<file path="config.mk">
export PLATFORM = sky130hd
export DESIGN_NAME = mem_arbiter
export DESIGN_NICKNAME = d
export VERILOG_FILES = /design/src/rtl/mem_arbiter.sv
export SDC_FILE = /design/constraint.sdc
export NUM_CORES = 1
export LEC_CHECK = 0
export ABC_CLOCK_PERIOD_IN_PS = 4800
export CAP_MARGIN = 20
export CORE_ASPECT_RATIO = 0.5
export CORE_MARGIN = 4
export CORE_UTILIZATION = 44
export DETAILED_ROUTE_END_ITERATION = 7
export PLACE_DENSITY = 0.75
export SLEW_MARGIN = 20
export SYNTH_ARGS = -nofsm -noshare
export SYNTH_HDL_FRONTEND = slang
export SYNTH_SLANG_ARGS = --single-unit
</file>
<file path="constraint.sdc">
create_clock -name clk -period 4.8 [get_ports clk]
set_input_delay 0.48 -clock clk [delete_from_list [all_inputs] [get_ports clk]]
set_output_delay 0.48 -clock clk [all_outputs]
set_load 0.02 [all_outputs]
</file>
<file path="src/rtl/mem_arbiter.sv">
// Round-robin sharing of one word-wide ram between the fetch (I) and load/store (D) ports,
// with sub-word loads (sign/zero extended) and sub-word stores done as read-modify-write.
module mem_arbiter #(
    parameter int N    = 32,
    parameter int SIZE = 1024,
    localparam int AW  = $clog2(SIZE)
) (
    input  logic          clk,
    input  logic          rst,
    input  logic          i_req,
    input  logic [AW-1:0] i_addr,
    output logic [N-1:0]  i_rdata,
    output logic          i_done,
    output logic          i_err,
    input  logic          d_req,
    input  logic          d_we,
    input  logic [2:0]    d_funct3,
    input  logic [AW-1:0] d_addr,
    input  logic [N-1:0]  d_wdata,
    output logic [N-1:0]  d_rdata,
    output logic          d_done,
    output logic          d_err,
    output logic          ram_we,
    output logic [AW-1:0] ram_addr,
    output logic [N-1:0]  ram_wdata,
    input  logic [N-1:0]  ram_rdata
);

    typedef enum logic [1:0] {IDLE, ACCESS, MERGE} state_t;

    state_t        state_q, state_d;
    logic          last_d_q, last_d_d;   // 1: D port held the most recent grant
    logic          gnt_d_q, gnt_d_d;
    logic [AW-1:0] addr_q, addr_d;
    logic          we_q, we_d;
    logic [2:0]    f3_q, f3_d;
    logic [N-1:0]  wdata_q, wdata_d;
    logic [N-1:0]  merge_q, merge_d;
    logic [N-1:0]  i_rdata_q, i_rdata_d;
    logic [N-1:0]  d_rdata_q, d_rdata_d;
    logic          i_done_q, i_done_d;
    logic          i_err_q, i_err_d;
    logic          d_done_q, d_done_d;
    logic          d_err_q, d_err_d;

    logic          i_elig, d_elig, pick_d;
    logic          acc_err;
    logic [7:0]    byte_sel;
    logic [15:0]   half_sel;
    logic [N-1:0]  load_val;
    logic [N-1:0]  merge_word;
    logic [AW-1:0] word_addr;

    assign i_rdata   = i_rdata_q;
    assign d_rdata   = d_rdata_q;
    assign i_done    = i_done_q;
    assign i_err     = i_err_q;
    assign d_done    = d_done_q;
    assign d_err     = d_err_q;
    assign word_addr = {addr_q[AW-1:2], 2'b00};

    // A port completing this cycle is not eligible until the next one.
    assign i_elig = i_req && !i_done_q && !i_err_q;
    assign d_elig = d_req && !d_done_q && !d_err_q;

    // Fetches are latched as funct3=010 loads, so they share the word path below.
    always_comb begin
        byte_sel = ram_rdata[7:0];
        case (addr_q[1:0])
            2'd1:    byte_sel = ram_rdata[15:8];
            2'd2:    byte_sel = ram_rdata[23:16];
            2'd3:    byte_sel = ram_rdata[31:24];
            default: byte_sel = ram_rdata[7:0];
        endcase
        half_sel = addr_q[1] ? ram_rdata[31:16] : ram_rdata[15:0];

        case (f3_q)
            3'b000:  load_val = {{(N-8){byte_sel[7]}}, byte_sel};
            3'b001:  load_val = {{(N-16){half_sel[15]}}, half_sel};
            3'b100:  load_val = {{(N-8){1'b0}}, byte_sel};
            3'b101:  load_val = {{(N-16){1'b0}}, half_sel};
            default: load_val = ram_rdata;
        endcase

        case (f3_q)
            3'b000:  acc_err = 1'b0;
            3'b100:  acc_err = we_q;
            3'b001:  acc_err = addr_q[0];
            3'b101:  acc_err = addr_q[0] || we_q;
            3'b010:  acc_err = |addr_q[1:0];
            default: acc_err = 1'b1;
        endcase

        merge_word = merge_q;
        if (f3_q[0]) begin
            if (addr_q[1]) merge_word[31:16] = wdata_q[15:0];
            else           merge_word[15:0]  = wdata_q[15:0];
        end else begin
            case (addr_q[1:0])
                2'd1:    merge_word[15:8]  = wdata_q[7:0];
                2'd2:    merge_word[23:16] = wdata_q[7:0];
                2'd3:    merge_word[31:24] = wdata_q[7:0];
                default: merge_word[7:0]   = wdata_q[7:0];
            endcase
        end
    end

    always_comb begin
        state_d   = state_q;
        last_d_d  = last_d_q;
        gnt_d_d   = gnt_d_q;
        addr_d    = addr_q;
        we_d      = we_q;
        f3_d      = f3_q;
        wdata_d   = wdata_q;
        merge_d   = merge_q;
        i_rdata_d = i_rdata_q;
        d_rdata_d = d_rdata_q;
        i_done_d  = 1'b0;
        i_err_d   = 1'b0;
        d_done_d  = 1'b0;
        d_err_d   = 1'b0;
        pick_d    = 1'b0;
        ram_we    = 1'b0;
        ram_addr  = '0;
        ram_wdata = '0;

        case (state_q)
            IDLE: begin
                if (i_elig || d_elig) begin
                    pick_d   = d_elig && (!i_elig || !last_d_q);
                    gnt_d_d  = pick_d;
                    last_d_d = pick_d;
                    addr_d   = pick_d ? d_addr : i_addr;
                    we_d     = pick_d && d_we;
                    f3_d     = pick_d ? d_funct3 : 3'b010;
                    wdata_d  = d_wdata;
                    state_d  = ACCESS;
                end
            end
            ACCESS: begin
                ram_addr = word_addr;
                state_d  = IDLE;
                if (acc_err) begin
                    if (gnt_d_q) begin
                        d_err_d  = 1'b1;
                        d_done_d = 1'b1;
                    end else begin
                        i_err_d  = 1'b1;
                    end
                end else if (!we_q) begin
                    if (gnt_d_q) begin
                        d_rdata_d = load_val;
                        d_done_d  = 1'b1;
                    end else begin
                        i_rdata_d = load_val;
                        i_done_d  = 1'b1;
                    end
                end else if (f3_q == 3'b010) begin
                    ram_we    = 1'b1;
                    ram_wdata = wdata_q;
                    d_done_d  = 1'b1;
                end else begin
                    merge_d = ram_rdata;
                    state_d = MERGE;
                end
            end
            MERGE: begin
                ram_addr  = word_addr;
                ram_we    = 1'b1;
                ram_wdata = merge_word;
                d_done_d  = 1'b1;
                state_d   = IDLE;
            end
            default: state_d = IDLE;
        endcase
    end

    always_ff @(posedge clk or posedge rst) begin
        if (rst) begin
            state_q   <= IDLE;
            last_d_q  <= 1'b0;
            gnt_d_q   <= 1'b0;
            addr_q    <= '0;
            we_q      <= 1'b0;
            f3_q      <= 3'b000;
            wdata_q   <= '0;
            merge_q   <= '0;
            i_rdata_q <= '0;
            d_rdata_q <= '0;
            i_done_q  <= 1'b0;
            i_err_q   <= 1'b0;
            d_done_q  <= 1'b0;
            d_err_q   <= 1'b0;
        end else begin
            state_q   <= state_d;
            last_d_q  <= last_d_d;
            gnt_d_q   <= gnt_d_d;
            addr_q    <= addr_d;
            we_q      <= we_d;
            f3_q      <= f3_d;
            wdata_q   <= wdata_d;
            merge_q   <= merge_d;
            i_rdata_q <= i_rdata_d;
            d_rdata_q <= d_rdata_d;
            i_done_q  <= i_done_d;
            i_err_q   <= i_err_d;
            d_done_q  <= d_done_d;
            d_err_q   <= d_err_d;
        end
    end

endmodule

</file>
# --- Word level (Yosys, flattened, before mapping) ---
# Cells that the tools add are included.
totals:
  wordCells: 90
  input_bits: 92
  out_inout_bits: 111
  register_bits: 149
classes:
  reduce_logical: 24
  eq_ne: 10
  n_mux: 39
  bitwise_logic: 4
ops:
  columns: ["operator", "count"]
  rows:
  - ["2-to-1 mux 32 bit", 4]
  - ["one-hot mux 32 bit (4 select lines)", 1]
  - ["one-hot mux 32 bit (2 select lines)", 1]
  - ["2-to-1 mux 16 bit", 3]
  - ["2-to-1 mux 8 bit", 4]
  - ["one-hot mux 8 bit (3 select lines)", 1]
  - ["2-to-1 mux 10 bit", 2]
  - ["2-to-1 mux 1 bit", 14]
  - ["AND reduction 4 bit", 3]
  - ["2-to-1 mux 2 bit", 4]
  - ["== test 2 bit, second input constant", 3]
  - ["== test 3 bit, second input constant", 2]
  - ["logical AND 1 bit", 6]
  - ["zero test 1 bit", 6]
  - ["one-hot mux 1 bit (5 select lines)", 1]
  - ["== test 2 x 1 -> 1 bit, second input constant", 2]
  - ["NOT 1 bit", 4]
  - ["one-hot mux 1 bit (2 select lines)", 2]
  - ["one-hot mux 2 bit (2 select lines)", 1]
  - ["OR reduction 2 bit", 2]
  - ["== test 3 x 1 -> 1 bit, second input constant", 1]
  - ["== test 3 x 2 -> 1 bit, second input constant", 1]
  - ["zero test 3 bit", 1]
  - ["logical OR 1 bit", 3]
  - ["other kinds (5)", 5]

# --- Longest topological paths before layout ---
logic_depth:
  word_depth: 7
  ltp_mapped: 8
  ltp_nobuf: 6

# --- Least setup slack after synthesis ---
# Ideal clock, no wire load.
synth_path:
  path_type: "reg2out"
  from: "register addr_q[1]"
  to: "output ram_wdata[16]"
  t_arrival_ps: 1983
  n_path_buf: 4
  path_stages_with_launch: 8
  slack_ps: 2337
  cell_sequence: "dfrtp_1 > buf_2 > buf_2 > clkbuf_1 > buf_2 > nand3_1 > a21o_1 > a21boi_0"
synth_between:
  elab_chain_cells: 4
synth_lines:
  columns: ["item", "line_no", "text"]
  rows:
  - ["from (decl)", "34", "logic [AW-1:0] addr_q, addr_d;"]
  - ["from (signal assigned)", "199", "addr_q <= addr_d;"]
  - ["OR reduction 2 bit / == test 2 bit (equally long branches)", "90, 99", null]
  - ["one-hot mux 1 bit (5 select lines) / 2-to-1 mux 8 bit (equally long branches)", "85, 99", null]
  - ["2-to-1 mux 32 bit (on tied branches)", "144, 95", null]
  - ["one-hot mux 32 bit (2 select lines) (*)", "128", "case (state_q)"]
  - ["to (decl)", "25", "output logic [N-1:0] ram_wdata,"]
# Every way passes the cells marked *; elsewhere a longest branch is shown, timed or not.

# --- Worst setup path after layout ---
layout_path:
  from: "register addr_q[0]"
  to: "output ram_wdata[7]"
layout_between:
  elab_chain_cells: 5
layout_lines:
  columns: ["item", "line_no", "text"]
  rows:
  - ["== test 2 bit / == test 2 x 1 -> 1 bit (equally long branches)", "99", "case (addr_q[1:0])"]
  - ["OR reduction 3 bit (no source line)", null, null]
  - ["2-to-1 mux 8 bit", "99", null]
  - ["2-to-1 mux 32 bit", "95", "if (f3_q[0]) begin"]
  - ["one-hot mux 32 bit (2 select lines) (*)", "128", null]
# Marks and branches as above.

==> results.md <==
- Measured slew at the worst slew-check pin: 0.9767 ns
- CP Data Arrival Time: 3.48 ns
- Tot Pwr: roughly 7.1 mW
- Critical Path RT: 4.32 ns
- Root Buffer: clkbuf_16
- Compound-Gate Fraction of Synth Area: between 10% and 20%
- Synth Flop Type: dfrtp_1
- Routed wire per std cell: 21.16 µm
- Crit Path Category: reg -> out
- Vias: approximately 6000
- Largest net degree at the start of global routing: 85
- Setup violators final: 0
- Hold path endpoint: addr_q[7]
- Dpl hpwl: ~16 mm
- Die footprint: approximately 0.019 mm²
- Core Area: around 0.017 mm²
- Max-slew violations: 0
- VDD IR max: roughly 0.35 mV
- Type of the tightest min-delay check: reg -> reg
- Port bufs: 200
- Net switching power figure: between 2 and 3 mW
- Async S/R FF share, synth: 100.0%
- Hold Vio Cnt, Final: 0
- Post-Synth XOR/XNOR Area: 0%
- Layout Cells excl Fill: ~1100
- Clock sink total: 149
- Synthesis-to-finish area growth: 36.70%
- Inst Count DP: about 1000
- Min-Delay Startpoint: addr_q[7]
- Post-CTS Setup Inserts: 0
- Commonest non-fill, non-tap cells in the layout: clkdlybuf4s50_1, dfrtp_1, mux2_2
- Share of layout cells above drive strength 1: a little over a fifth
- Cell count after synthesis: 649
- Vias in the first global route: between 5000 and 6000
- Max Cap Viol: 0
- Syn_area_per_cell: about 12 µm²
- RR Endpoint: i_rdata[8]
- EDFF count, synth: 0
- Sequential share of power: around 34%
- CP Capture Type: output port
- CP Launch Type: flop
- Internal power: around 4.4 mW
- Clk Latency, worst-skew pair: between 0.4 and 0.5 ns
- Flops & latches, synth: 149
- CTS Hold Buffers Added: 0
- Row Count: 33
- Hold Crit Depth: 2
- Max Fclk: approximately 250 MHz
- H-Tree Level Count: 4
- RSZ-0062 raised after global routing: no
- R2R depth: 5
- Post-DR vias/cell: between 5 and 6
- Initial antenna violation count: 0
- Simple-gate area share of the yosys netlist: under 10%
- Final net count: ~920
- Final min period: ~4 ns
- DRC violations left: 0
- Routed Antenna Nets: 0
- Standby leakage power: roughly 4.2 nW
- Reg2reg start: addr_q[0]
- CTS buffer count: 17
- TritonCTS clock tree: yes
- Part of the power in combinational logic: 44.6%
- Max_slew headroom: 34.40%
- DR pass1 iterations: 8
- Synth unique cells: 49
- First-pass GRT wire length: ~34 mm
- Global route overflow: 0
- Main combinational cell family by area after synthesis: multiplexers
- Gr usage total: a little under a quarter
- Setup TNS: 0 ns
- Starting Density: 45.33%
- Die Width: 192.7 µm
- Post-synthesis sequential area ratio: about half
- Number of DRC markers in iteration 0: 609
- Io pins: between 200 and 250
- R2R setup slack: ~1.8 ns
- Die H: approximately 100 µm
- Pwr per Cell Area: about 700 mW/mm²
- Post-synthesis mux area share: about 22%
- Routed wire length: 22.50 mm
- Most common cell after layout, fill and taps aside: clkdlybuf4s50_1
- Worst-path clk slew: around 0.070 ns
- Layout Skew: ~0.010 ns
- Period utilization: approximately 83%
- Switch share: 38.83%
- Clock share of power: between 20% and 30%
- Clock Path Buffers: 2
- Gp weighted congestion: 0.8813
- Outcome: complete, no violations
- Synth Area in Adders: less than 1%
- # diodes: 0
- Mapped cell area: roughly 0.0075 mm²
- CP max FO: 27
- Yosys warnings: 0
- Post-CTS sizing: 0
==> metrics by stage <==
stage	setup slack [ns]	hold WS (ns)	util, %	area, µm²
floorplan	0.3120	0.4418	-	7508
global placement	1.477	0.4587	57.94	9593
detailed placement	1.333	0.4641	57.94	9593
CTS	0.8721	0.4794	61.92	10250
global route	0.4968	0.5043	61.96	10260
finish	0.8361	0.4719	61.96	10260
==> how the worst max path moves through the flow <==
| stage | startpoint | endpoint | slack [ns] | cells past startpoint |
|---|---|---|---|---|
| floorplan | rst | addr_q[0] | 0.31 | 1 |
| global placement | addr_q[0] | ram_wdata[0] | 1.48 | 5 |
| detailed placement | addr_q[0] | ram_wdata[21] | 1.33 | 5 |
| CTS | addr_q[0] | ram_wdata[21] | 0.87 | 5 |
| global route | addr_q[0] | ram_wdata[7] | 0.50 | 5 |
| finish | addr_q[0] | ram_wdata[7] | 0.84 | 5 |
==> state kept, by name (all words and copies together), names as in the netlist <==
signal and cells:
f3_q 3, addr_q 10, d_rdata 32, gnt_d_q 1
i_done 1, i_err 1, state_q 2, d_err 1
d_done 1, i_rdata 32, merge_q 32, we_q 1
wdata_q 32
==> logic make-up (layout without fill, tap and decap cells) <==
group	after synthesis	in the layout
other	1	2
buffers and inverters	65	251
DFF	149	149
adders and majority gates	3	3
AOI/OAI and AO/OA	156	156
and+or+nand+nor	125	125
muxes	150	150
==> power by group through the flow <==
stage	logic [mW]	clock network (mW)	registers, mW
after floorplan	1.78	0	2.56
after global placement	3.08	0	2.41
after detailed placement	3.17	0	2.43
after CTS	3.18	1.52	2.42
after global routing	3.41	1.58	2.50
final	3.18	1.50	2.45
==> cell type report <==
class | count | area, µm²
Multi-Input combinational cell | 436 | 3471
Clock inverter | 15 | 234.0
Clock buffer | 17 | 425.4
Fill cell | 1345 | 6299
Sequential cell | 149 | 3729
Timing Repair Buffer | 210 | 2077
Tap cell | 227 | 284.0
Inverter | 9 | 38.79
==> synthesized netlist by cell type (2+ instances only) <==
library cell / instances / area (µm²)
a21boi_0: 9 / 67.56
a21o_1: 9 / 67.56
a21oi_1: 20 / 100.1
a221o_1: 8 / 80.08
a22oi_1: 8 / 60.06
a32o_1: 4 / 40.04
and2_1: 10 / 62.56
and3_1: 18 / 112.6
buf_1: 7 / 26.28
buf_2: 12 / 60.06
buf_4: 5 / 37.54
buf_6: 2 / 22.52
buf_8: 3 / 45.04
clkbuf_1: 27 / 101.4
clkinv_1: 2 / 7.510
dfrtp_1: 149 / 3729
ha_1: 3 / 37.54
inv_1: 7 / 26.28
mux2_1: 2 / 22.52
mux2_2: 128 / 1441
mux2i_1: 18 / 180.2
nand2_1: 41 / 153.9
nand2b_1: 2 / 12.51
nand3_1: 8 / 40.04
nor2_1: 13 / 48.80
nor2b_1: 16 / 100.1
nor3_1: 7 / 35.03
nor3b_1: 2 / 15.01
o21a_1: 18 / 135.1
o21ai_0: 35 / 175.2
o221ai_1: 16 / 140.1
o22a_1: 8 / 70.07
o22ai_1: 16 / 100.1
==> worst max-delay path, cell delays in order (launching register included) <==
cell	delay, ns
dfrtp_1	0.89
nand2b_1	0.60
a21oi_1	0.65
a22oi_1	0.14
nor2b_1	0.16
clkdlybuf4s50_1	0.62
==> routing by layer <==
metal  share of wire (%)  up-vias  global-route usage, %  wire length, µm
li1                    -     2726                      -                -
met1                  46     3017                  33.88            10320
met2                  46      267                  35.50            10270
met3                 7.4       25                  4.795             1659
met4                 1.1        0                  5.312              242
met5                   0        -                      0                0
Note: power is estimated with default switching activity, not from simulation.
